`src/rtl/uart8_receiver.sv`:
```
// uart8_receiver: oversampled UART receive stage for 5-8 bit characters.
// The line is synchronized, the start bit is validated at its sample point,
// and data/parity/stop are each sampled once at SAMPLE_PT of their bit period.
// valid/ready note: valid is a one-clk strobe with no back-pressure; out and
// the error flags are stable from that strobe until the next one.
module uart8_receiver #(
  parameter int OVERSAMPLE = 16,
  parameter int SAMPLE_PT  = 7
) (
  input  logic       clk,
  input  logic       rst_n,
  input  logic       baud_tick,
  input  logic       rx,
  input  logic       PEN,
  input  logic       EPS,
  input  logic       SP,
  input  logic       STB,
  input  logic [1:0] WLS,
  output logic [7:0] out,
  output logic       valid,
  output logic       busy,
  output logic       parity_err,
  output logic       framing_err,
  output logic       break_int
);

  localparam int CW = $clog2(OVERSAMPLE);
  localparam logic [CW-1:0] SAMPLE_CNT = CW'(SAMPLE_PT);
  localparam logic [CW-1:0] LAST_CNT   = CW'(OVERSAMPLE - 1);

  typedef enum logic [2:0] {IDLE, START, DATA, PARITY, STOP} state_t;

  state_t        state;
  logic          rx_meta;
  logic          rx_s;
  logic          armed;
  logic [CW-1:0] tick_cnt;
  logic [2:0]    bit_idx;
  logic [7:0]    data;
  logic          par_bit;
  logic          par_err_nx;
  logic          pen_l;
  logic          eps_l;
  logic          sp_l;
  logic [1:0]    wls_l;
  logic [2:0]    last_idx;
  logic [7:0]    word_mask;
  logic          par_expected;

  // The second stop bit is never checked, so STB has no effect on reception.
  logic unused_stb;
  assign unused_stb = STB;

  assign busy         = (state != IDLE);
  assign last_idx     = 3'd4 + {1'b0, wls_l};
  assign word_mask    = 8'hFF >> (2'd3 - wls_l);
  // data is cleared at start, so the XOR only sees the received bits.
  assign par_expected = sp_l ? ~eps_l : (eps_l ? ^data : ~^data);

  // Two-flop synchronizer for the asynchronous serial line; idles high.
  always_ff @(posedge clk or negedge rst_n) begin
    if (!rst_n) begin
      rx_meta <= 1'b1;
      rx_s    <= 1'b1;
    end else begin
      rx_meta <= rx;
      rx_s    <= rx_meta;
    end
  end

  // Frame FSM: advances only on baud_tick; valid is the only per-clk strobe.
  always_ff @(posedge clk or negedge rst_n) begin
    if (!rst_n) begin
      state       <= IDLE;
      armed       <= 1'b0;
      tick_cnt    <= '0;
      bit_idx     <= '0;
      data        <= '0;
      par_bit     <= 1'b0;
      par_err_nx  <= 1'b0;
      pen_l       <= 1'b0;
      eps_l       <= 1'b0;
      sp_l        <= 1'b0;
      wls_l       <= '0;
      out         <= '0;
      valid       <= 1'b0;
      parity_err  <= 1'b0;
      framing_err <= 1'b0;
      break_int   <= 1'b0;
    end else begin
      valid <= 1'b0;
      if (baud_tick) begin
        case (state)
          IDLE: begin
            if (armed && !rx_s) begin
              state      <= START;
              tick_cnt   <= '0;
              bit_idx    <= '0;
              data       <= '0;
              par_bit    <= 1'b0;
              par_err_nx <= 1'b0;
              pen_l      <= PEN;
              eps_l      <= EPS;
              sp_l       <= SP;
              wls_l      <= WLS;
            end else if (rx_s) begin
              armed <= 1'b1;
            end
          end
          START: begin
            if (tick_cnt == SAMPLE_CNT && rx_s) begin
              state    <= IDLE;
              tick_cnt <= '0;
            end else if (tick_cnt == LAST_CNT) begin
              state    <= DATA;
              tick_cnt <= '0;
              bit_idx  <= '0;
            end else begin
              tick_cnt <= tick_cnt + 1'b1;
            end
          end
          DATA: begin
            if (tick_cnt == SAMPLE_CNT) data[bit_idx] <= rx_s;
            if (tick_cnt == LAST_CNT) begin
              tick_cnt <= '0;
              if (bit_idx == last_idx) state <= pen_l ? PARITY : STOP;
              else bit_idx <= bit_idx + 1'b1;
            end else begin
              tick_cnt <= tick_cnt + 1'b1;
            end
          end
          PARITY: begin
            if (tick_cnt == SAMPLE_CNT) begin
              par_bit    <= rx_s;
              par_err_nx <= (rx_s != par_expected);
            end
            if (tick_cnt == LAST_CNT) begin
              tick_cnt <= '0;
              state    <= STOP;
            end else begin
              tick_cnt <= tick_cnt + 1'b1;
            end
          end
          STOP: begin
            if (tick_cnt == SAMPLE_CNT) begin
              out         <= data & word_mask;
              valid       <= 1'b1;
              framing_err <= ~rx_s;
              parity_err  <= pen_l & par_err_nx;
              break_int   <= (data == 8'h00) & ~rx_s & (pen_l ? ~par_bit : 1'b1);
              state       <= IDLE;
              armed       <= 1'b0;
              tick_cnt    <= '0;
              bit_idx     <= '0;
            end else begin
              tick_cnt <= tick_cnt + 1'b1;
            end
          end
          default: state <= IDLE;
        endcase
      end
    end
  end

endmodule

```
`config.mk`:
```
export PLATFORM = sky130hd
export DESIGN_NAME = uart8_receiver
export DESIGN_NICKNAME = d
export VERILOG_FILES = /design/src/rtl/uart8_receiver.sv
export SDC_FILE = /design/constraint.sdc
export NUM_CORES = 1
export LEC_CHECK = 0
export CAP_MARGIN = 20
export CORE_MARGIN = 4
export CORE_UTILIZATION = 50
export CTS_CLUSTER_SIZE = 28
export DETAILED_ROUTE_END_ITERATION = 8
export PLACE_DENSITY = 0.8
export SETUP_SLACK_MARGIN = 0.5
export SLEW_MARGIN = 20
export SYNTH_ARGS = -nofsm -noshare
export SYNTH_HDL_FRONTEND = slang
export SYNTH_SLANG_ARGS = --single-unit
export TNS_END_PERCENT = 30
```
`constraint.sdc`:
```
create_clock -name clk -period 6.3 [get_ports clk]
set_clock_uncertainty 0.2 [all_clocks]
set_input_delay 0.63 -clock clk [delete_from_list [all_inputs] [get_ports clk]]
set_output_delay 0.63 -clock clk [all_outputs]
set_load 0.02 [all_outputs]
```
=== Word-level counts from Yosys, hierarchy flattened ===
Index checks and enable logic that the tools add are counted.

* Bits in registers: 40
* Input port bits: 10
* Logic and storage cells: 117

* Add/subtract/negate cells: 4
* Magnitude comparators: 2
* Eq/ne operators: 21
* Shift operators: 1
* Muxes and demuxes: 41
* Bitwise logic cells: 7
* Reduce and logical (&&, ||, !) cells: 23

{| class="wikitable"
|+ Operator list
! operator !! number
|-
| two-way mux 3 bit || 13
|-
| inequality test 2 bit, second input constant || 12
|-
| two-way mux 4 bit || 4
|-
| two-way mux 8 bit || 2
|-
| one-hot mux 4 bit (4 select lines) || 1
|-
| one-hot mux 8 bit (2 select lines) || 1
|-
| one-hot mux 3 bit (5 select lines) || 1
|-
| two-way mux 1 bit || 13
|-
| one-hot mux 3 bit (4 select lines) || 1
|-
| AND reduction 3 bit || 3
|-
| AND 8 bit || 1
|-
| bitwise mux 8 bit || 1
|-
| logical NOT 8 bit || 1
|-
| AND reduction 4 bit || 2
|-
| AND reduction 8 bit || 1
|-
| nonzero test 4 bit || 2
|-
| XNOR reduction 8 bit || 1
|-
| XOR reduction 8 bit || 1
|-
| right shift 8 x 2 -> 8 bit, first input constant || 1
|-
| AND reduction 7 bit || 1
|-
| equality test 3 x 2 -> 1 bit, second input constant || 2
|-
| one-hot mux 1 bit (2 select lines) || 3
|-
| nonzero test 2 bit || 3
|-
| AND reduction 5 bit || 1
|-
| 21 further kinds || 27
|}

=== Longest topological paths before layout ===
Gate-level depths: netlist (run 1).

* Word-level depth: 7
* Mapped depth: 7
* Depth with buffers taken out: 7

=== Worst setup path before layout (run 1) ===
Ideal clock, no wire load.

* Path type: reg-to-reg
* Start point: register tick_cnt[0]
* End point: register bit_idx[2]
* Library setup time: 0.118 ns
* Arrival time: 1.770 ns
* Data required time: 5.982 ns
* Path slack: 4.211 ns
* Stages on the path, launching flop included: 7
* Path buffers: 0
* Clock period less this slack: 2.089 ns
* Path through: dfrtp_1 > ha_1 > and3_1 > or4b_1 > o2111ai_4 > nor4b_2 > a21o_1

* Cells in the longest elaborated chain, start to end: 4
* Elaborated cells between the ends (all ways): 8
* Those cells by class: eq/ne (6); reduce/logical (2)

{| class="wikitable"
|+ RTL lines
! what !! line !! source
|-
| start: declaration || 37 || <nowiki>logic [CW-1:0] tick_cnt;</nowiki>
|-
| start signal: assignment || 119 || <nowiki>tick_cnt <= tick_cnt + 1'b1;</nowiki>
|-
| start signal: assignment || 129 || <nowiki>tick_cnt <= tick_cnt + 1'b1;</nowiki>
|-
| start signal: assignment || 141 || <nowiki>tick_cnt <= tick_cnt + 1'b1;</nowiki>
|-
| equality test 4 x 3 -> 1 bit || 111, 145 ||
|-
| logical AND 1 bit || 111 || <nowiki>if (tick_cnt == SAMPLE_CNT && rx_s) begin</nowiki>
|-
| inequality test 2 bit (no source line) || n/a ||
|-
| AND reduction 8 bit (no source line) (*) || n/a ||
|-
| end signal: assignment || 127 || <nowiki>else bit_idx <= bit_idx + 1'b1;</nowiki>
|-
| end: declaration || 38 || <nowiki>logic [2:0] bit_idx;</nowiki>
|}

Every way passes the cells marked *; elsewhere a longest branch is shown, timed or not.
A chain may end at the register's enable or synchronous reset.

=== Worst setup path in the final report (run 1) ===
* Start point: register state[1]
* End point: output port busy

* Cells in the longest elaborated chain, start to end: 1

{| class="wikitable"
|+ RTL lines
! what !! line !! source
|-
| start: declaration || 33 || <nowiki>state_t state;</nowiki>
|-
| start signal: assignment || 126 || <nowiki>if (bit_idx == last_idx) state <= pen_l ? PARITY : STOP;</nowiki>
|-
| nonzero test 3 bit || 54 || <nowiki>assign busy = (state != IDLE);</nowiki>
|-
| end: declaration || 21 || <nowiki>output logic busy,</nowiki>
|}

No other way between the ends.

==> results of run 1 <==
-- Yosys cell counts (2+ instances only) --
library cell / instances / area [sq um]
nor2_1: 11 / 41.3
xnor2_1: 9 / 78.8
clkbuf_1: 10 / 37.5
nand4_1: 2 / 12.5
o21ai_0: 34 / 170
nor3_1: 4 / 20.0
and3_1: 2 / 12.5
a211o_1: 2 / 17.5
nand2_1: 30 / 113
nor2b_1: 3 / 18.8
a32o_1: 2 / 20.0
a22o_1: 3 / 26.3
o31ai_1: 4 / 30.0
inv_1: 14 / 52.6
dfstp_2: 2 / 52.6
and2_1: 2 / 12.5
ha_1: 6 / 75.1
dfrtp_1: 38 / 951
nand2b_1: 2 / 12.5
a21oi_1: 10 / 50.1
a21o_1: 2 / 15.0
buf_2: 2 / 10.0
mux2_2: 5 / 56.3
nand3_1: 11 / 55.1
-- worst max-delay path by stage --
stage / to / depth (start not counted) / slack (ps)
final: busy / 2 / 3490
after global routing: busy / 2 / 3400
after CTS: busy / 2 / 3500
after detailed placement: out[0] / 5 / 3620
after global placement: out[4] / 5 / 3740
after floorplan: bit_idx[2] / 6 / 4210
-- logic make-up (layout without fill, tap and decap cells) --
family / Yosys count / in the layout / share of synthesized area
simple gates: 76 / 76 / 0.173
flops: 40 / 40 / 0.461
compound gates: 70 / 70 / 0.215
mux: 5 / 5 / 0.0259
xor+xnor: 9 / 9 / 0.0363
fa+ha+maj: 7 / 7 / 0.0391
buf+inv: 27 / 43 / 0.0495
-- per-stage QoR --
step / utilization / std cells / worst slack, ps
6_report: 0.610 / 300 / 3490
5_1_grt: 0.610 / 300 / 3400
4_1_cts: 0.610 / 300 / 3500
3_5_place_dp: 0.580 / 292 / 3620
3_3_place_gp: 0.580 / 292 / 3740
2_1_floorplan: - / 234 / 4210
-- area by class of cell --
cell class                 count  area [sq um]
fill                         357          1610
multi-input combinational    167          1060
sequential                    40          1000
timing repair buffer          21           205
clock buffer                   6          82.6
tap                           50          62.6
inverter                      14          52.6
clock inverter                 2          38.8
-- power breakdown --
group          switching [W]  total [W]  internal [W]
clock network      0.0000927   0.000222      0.000130
logic              0.0000686   0.000132     0.0000633
registers          0.0000384   0.000316      0.000278
total               0.000200   0.000670      0.000470
-- registers in the layout, summed over array words and instances (netlist names), 2 cells and up --
signal and count:
bit_idx 3, tick_cnt 4, state 3, out 8, wls_l 2, data 8
-- critical path, delay by kind of cell, from the launching register on --
family	cells	cell delay, ps
flip-flops	1	590
buffers and inverters	1	570
AND/OR/NAND/NOR	1	520
-- metal layers --
| metal | track usage | up-vias | wire [um] |
|---|---|---|---|
| li1 | - | 857 | - |
| met4 | 0.0644 | 0 | 68 |
| met3 | 0.0568 | 6 | 270 |
| met2 | 0.267 | 57 | 2040 |
| met1 | 0.239 | 805 | 2100 |
| met5 | 0 | - | 0 |
==> flow_summary.yaml, run 1 <==
outcome:
  outcome: "completed"
flow_run:
  max_cap_viol_count: 0
global_route:
  grt-ovfl-total: 0
  antenna_found_initial: 0
  grt_usage: 0.177
  grt_pass1_vias: 1600
  grt_first_pass_wirelength_um: 7430
  grt_max_degree: 41
clocking:
  cts_max_level: 2
  ctsResizeCount: 0
  cts-root-buf: "clkbuf_8"
  insertion_delay_ps: 300
  hold_buffers: 0
  cts_buffers: 5
  cts_sinks: 40
  clk_pin_slew_ps: 80
  clock_path_buffers: 2
  cts_tree: "done"
  postCtsSetupBuffers: 0
die:
  die_h_um: 74.0
  die_area_sq_um: 5470
  initial_utilization: 0.528
  core_sq_um: 4120
  io_pins: 23
  rows: 23
  die_w_um: 74.0
sta:
  finalHoldViolCount: 0
  holdWs_ps: 160
  clock.fmax_mhz: 356
  tightestPinTransition_ps: 865
  slew_violations: 0
  timing.final.crit_period_ps: 2810
  finalSetupViolCount: 0
  fin_setup_tns_ps: 0
  post-route-period-util: 0.446
  slew_headroom: 0.424
  rsz0062_at_grt: "no"
cells_and_area:
  final_common_cell: "dfrtp_1"
  syn_to_final_growth_pct: 15.4
  nNetsFinal: 265
  antennaDiodeCount: 0
  stdcell_area_sq_um: 2510
  final_cell_mix: "38 x dfrtp_1, 34 x o21ai_0, 30 x nand2_1"
  drive_gt1_frac: 0.0880
routing:
  drc: 0
  routed_wl_um: 4470
  wire_per_inst_um: 14.9
  drt_iter0_markers: 91
  dr_total_vias: 1725
  ant_nets: 0
  drt-pass1-iter-count: 4
  avgViaCountPerCell: 5.75
synthesis:
  synth_edf_count: 0
  ys.flop_type: "dfrtp_1"
  syn_area_per_cell_sq_um: 9.29
  yosysWarnings: 0
  synthArstFlopShare: 1.00
  syn-num-nets: 250
  syn_inst: 234
  synth_seq_cells: 40
  synth_area_sq_um: 2170
  ys_seq_area_frac: 0.461
  synth.distinct_cells: 48
power_and_ir_drop:
  p_per_area_nw_per_um2: 267
  p_leak_nw: 1.06
  peakVddDrop_v: 0.000115
  p_total_w: 0.000670
placed_design:
  dp_hpwl_um: 3080
  postPlaceCellArea_sq_um: 2390
  gp_congestion: 0.853
  io_buffers: 21
worst_hold_path:
  hp-class: "register to register"
  hp-start: "rx_meta"
  min_path_cells: 0
  hold_end: "rx_s"
critical_path:
  cp_cell_sequence: "or3_1 > clkdlybuf4s50_1"
  worst_ep_arrival_time_ps: 1980
  critPathLaunchType: "register"
  crit_type: "register to primary output"
  slowest_delay_ps: 590
  end_kind: "primary output"
  critPathLaunch: "state[1]"
  crit_fanout: 19
  reg2reg_depth: 3
  cp.required_ps: 5470
  reg2reg_from: "state[1]"
  critPathSlowestCell: "dfrtp_1"
  reg2reg_slack_ps: 3870
  r2r-end: "data[5]"
Power figures use the tool's default switching activity.
==> inputs of run 2 (changes only) <==
==> constraint.sdc (replaced) <==
create_clock -name clk -period 2.6 [get_ports clk]
set_clock_uncertainty 0.2 [all_clocks]
set_input_delay 0.26 -clock clk [delete_from_list [all_inputs] [get_ports clk]]
set_output_delay 0.26 -clock clk [all_outputs]
set_load 0.02 [all_outputs]
==> run 2 against run 1 <==
Wire length is 6.5% higher. Hold slack is essentially flat. Sequential cell count unchanged. Critical path type is now register to register. Critical endpoint is now bit_idx[2]. Largest power group unchanged. Highest routed layer unchanged.
==> flow_summary.yaml, run 2 (synthesis gave the netlist of run 1 again) <==
outcome:
  outcome: "completed"
critical_path:
  reg2reg_slack_ps: 550
  cp_cell_sequence: "ha_4 > and3_1 > or4b_4 > o2111ai_4 > nor4b_2 > a21o_1"
  reg2reg_from: "tick_cnt[0]"
  r2r-end: "bit_idx[2]"
  crit_fanout: 6
  critPathLaunchType: "register"
  critPathSlowestCell: "or4b_4"
  end_kind: "register"
  reg2reg_depth: 6
  crit_type: "register to register"
  cp.required_ps: 2590
  slowest_delay_ps: 510
  worst_ep_arrival_time_ps: 2040
routing:
  ant_nets: 0
  routed_wl_um: 4770
  drt-pass1-iter-count: 7
  drt_iter0_markers: 106
  avgViaCountPerCell: 5.92
  dr_total_vias: 1836
  wire_per_inst_um: 15.4
  drc: 0
sta:
  tightestPinTransition_ps: 892
  fin_setup_tns_ps: 0
  clock.fmax_mhz: 489
  rsz0062_at_grt: "yes"
  timing.final.crit_period_ps: 2050
  slew_violations: 0
  finalHoldViolCount: 0
  slew_headroom: 0.405
  finalSetupViolCount: 0
  post-route-period-util: 0.787
  layout_setup_ws_ps: 553
global_route:
  grt_max_degree: 41
  grt_pass1_vias: 1702
  grt_first_pass_wirelength_um: 8050
  met1_usage: 0.247
  grt-ovfl-total: 0
  antenna_found_initial: 0
  grt_util_met2: 0.313
  use_met3: 0.0595
  grt_usage: 0.194
  grt-busiest-layer: "met2"
cells_and_area:
  nNetsFinal: 275
  stdcell_area_sq_um: 2620
  post-route-util: 0.637
  final_cell_mix: "37 x dfrtp_1, 34 x o21ai_0, 30 x nand2_1"
  reg_top3: "data x8, out x8, tick_cnt x4"
  antennaDiodeCount: 0
  drive_gt1_frac: 0.142
  final_common_cell: "dfrtp_1"
  syn_to_final_growth_pct: 20.6
placed_design:
  postPlaceCellArea_sq_um: 2430
  post-place-ws_ps: 355
  gp_congestion: 0.904
  dp_hpwl_um: 3290
  io_buffers: 21
die:
  die_h_um: 74.0
  core_sq_um: 4120
  die_w_um: 74.0
  io_pins: 23
  initial_utilization: 0.528
  die_area_sq_um: 5470
  rows: 23
power_and_ir_drop:
  p_per_area_nw_per_um2: 639
  peakVddDrop_v: 0.000412
  p_leak_nw: 1.10
clocking:
  insertion_delay_ps: 300
  cts-root-buf: "clkbuf_8"
  clock_path_buffers: 2
  cts_sinks: 40
  cts_max_level: 2
  cts_buffers: 5
  cts_tree: "done"
  clk_pin_slew_ps: 80
worst_hold_path:
  min_path_cells: 0
  hp-class: "register to register"
  hp-start: "rx_meta"
  hold_end: "rx_s"
flow_run:
  max_cap_viol_count: 0
## run 2: worst max-delay path by stage
stage | start | to
CTS | tick_cnt[0] | bit_idx[2]
detailed placement | tick_cnt[0] | bit_idx[2]
finish | tick_cnt[0] | bit_idx[2]
floorplan | tick_cnt[0] | bit_idx[2]
global route | state[0] | parity_err
global placement | tick_cnt[0] | bit_idx[2]
## run 2: critical path: cells and delay by family (launching register included)
family          cells  cell delay (ps)
fa+ha+maj           1              190
flops               1              460
simple gates        3              780
compound gates      2              300
## run 2: power by group
part | switching, W | internal (W) | leakage [nW]
clock | 0.000224 | 0.000314 | 0.0614
sequential | 0.000100 | 0.000673 | 0.530
combinational | 0.000182 | 0.000181 | 0.513
## run 2: through the flow
step | cells | power [W] | hold slack, ps
after floorplan | 234 | 0.00101 | -236
after global placement | 298 | 0.00109 | 148
after detailed placement | 298 | 0.00110 | 147
after CTS | 307 | 0.00164 | 162
after global routing | 310 | 0.00176 | 163
final | 310 | 0.00167 | 160
## run 2: final cells by class
cell class              instances  area (sq um)
multi-input cells             167          1100
clock buffers                   6          82.6
fillers                       363          1490
repair buffers                 31           282
clock inverters                 2          38.8
inverters                      14          52.6
well taps                      50          62.6
flip-flops and latches         40          1000
## run 2: what timing repair did
item                                   CTS  global route
hold buffers                             1             0
resized for setup                        1             8
pin swaps                                0             1
buffers inserted                         0             3
endpoints found under the hold margin   38             0
setup endpoints to repair                4            23
## run 2: layer usage
| metal | part of all wire | up-vias |
|---|---|---|
| met5 | 0 | - |
| met4 | 0.019 | 0 |
| met3 | 0.065 | 10 |
| met2 | 0.47 | 64 |
| met1 | 0.45 | 887 |
| li1 | - | 875 |
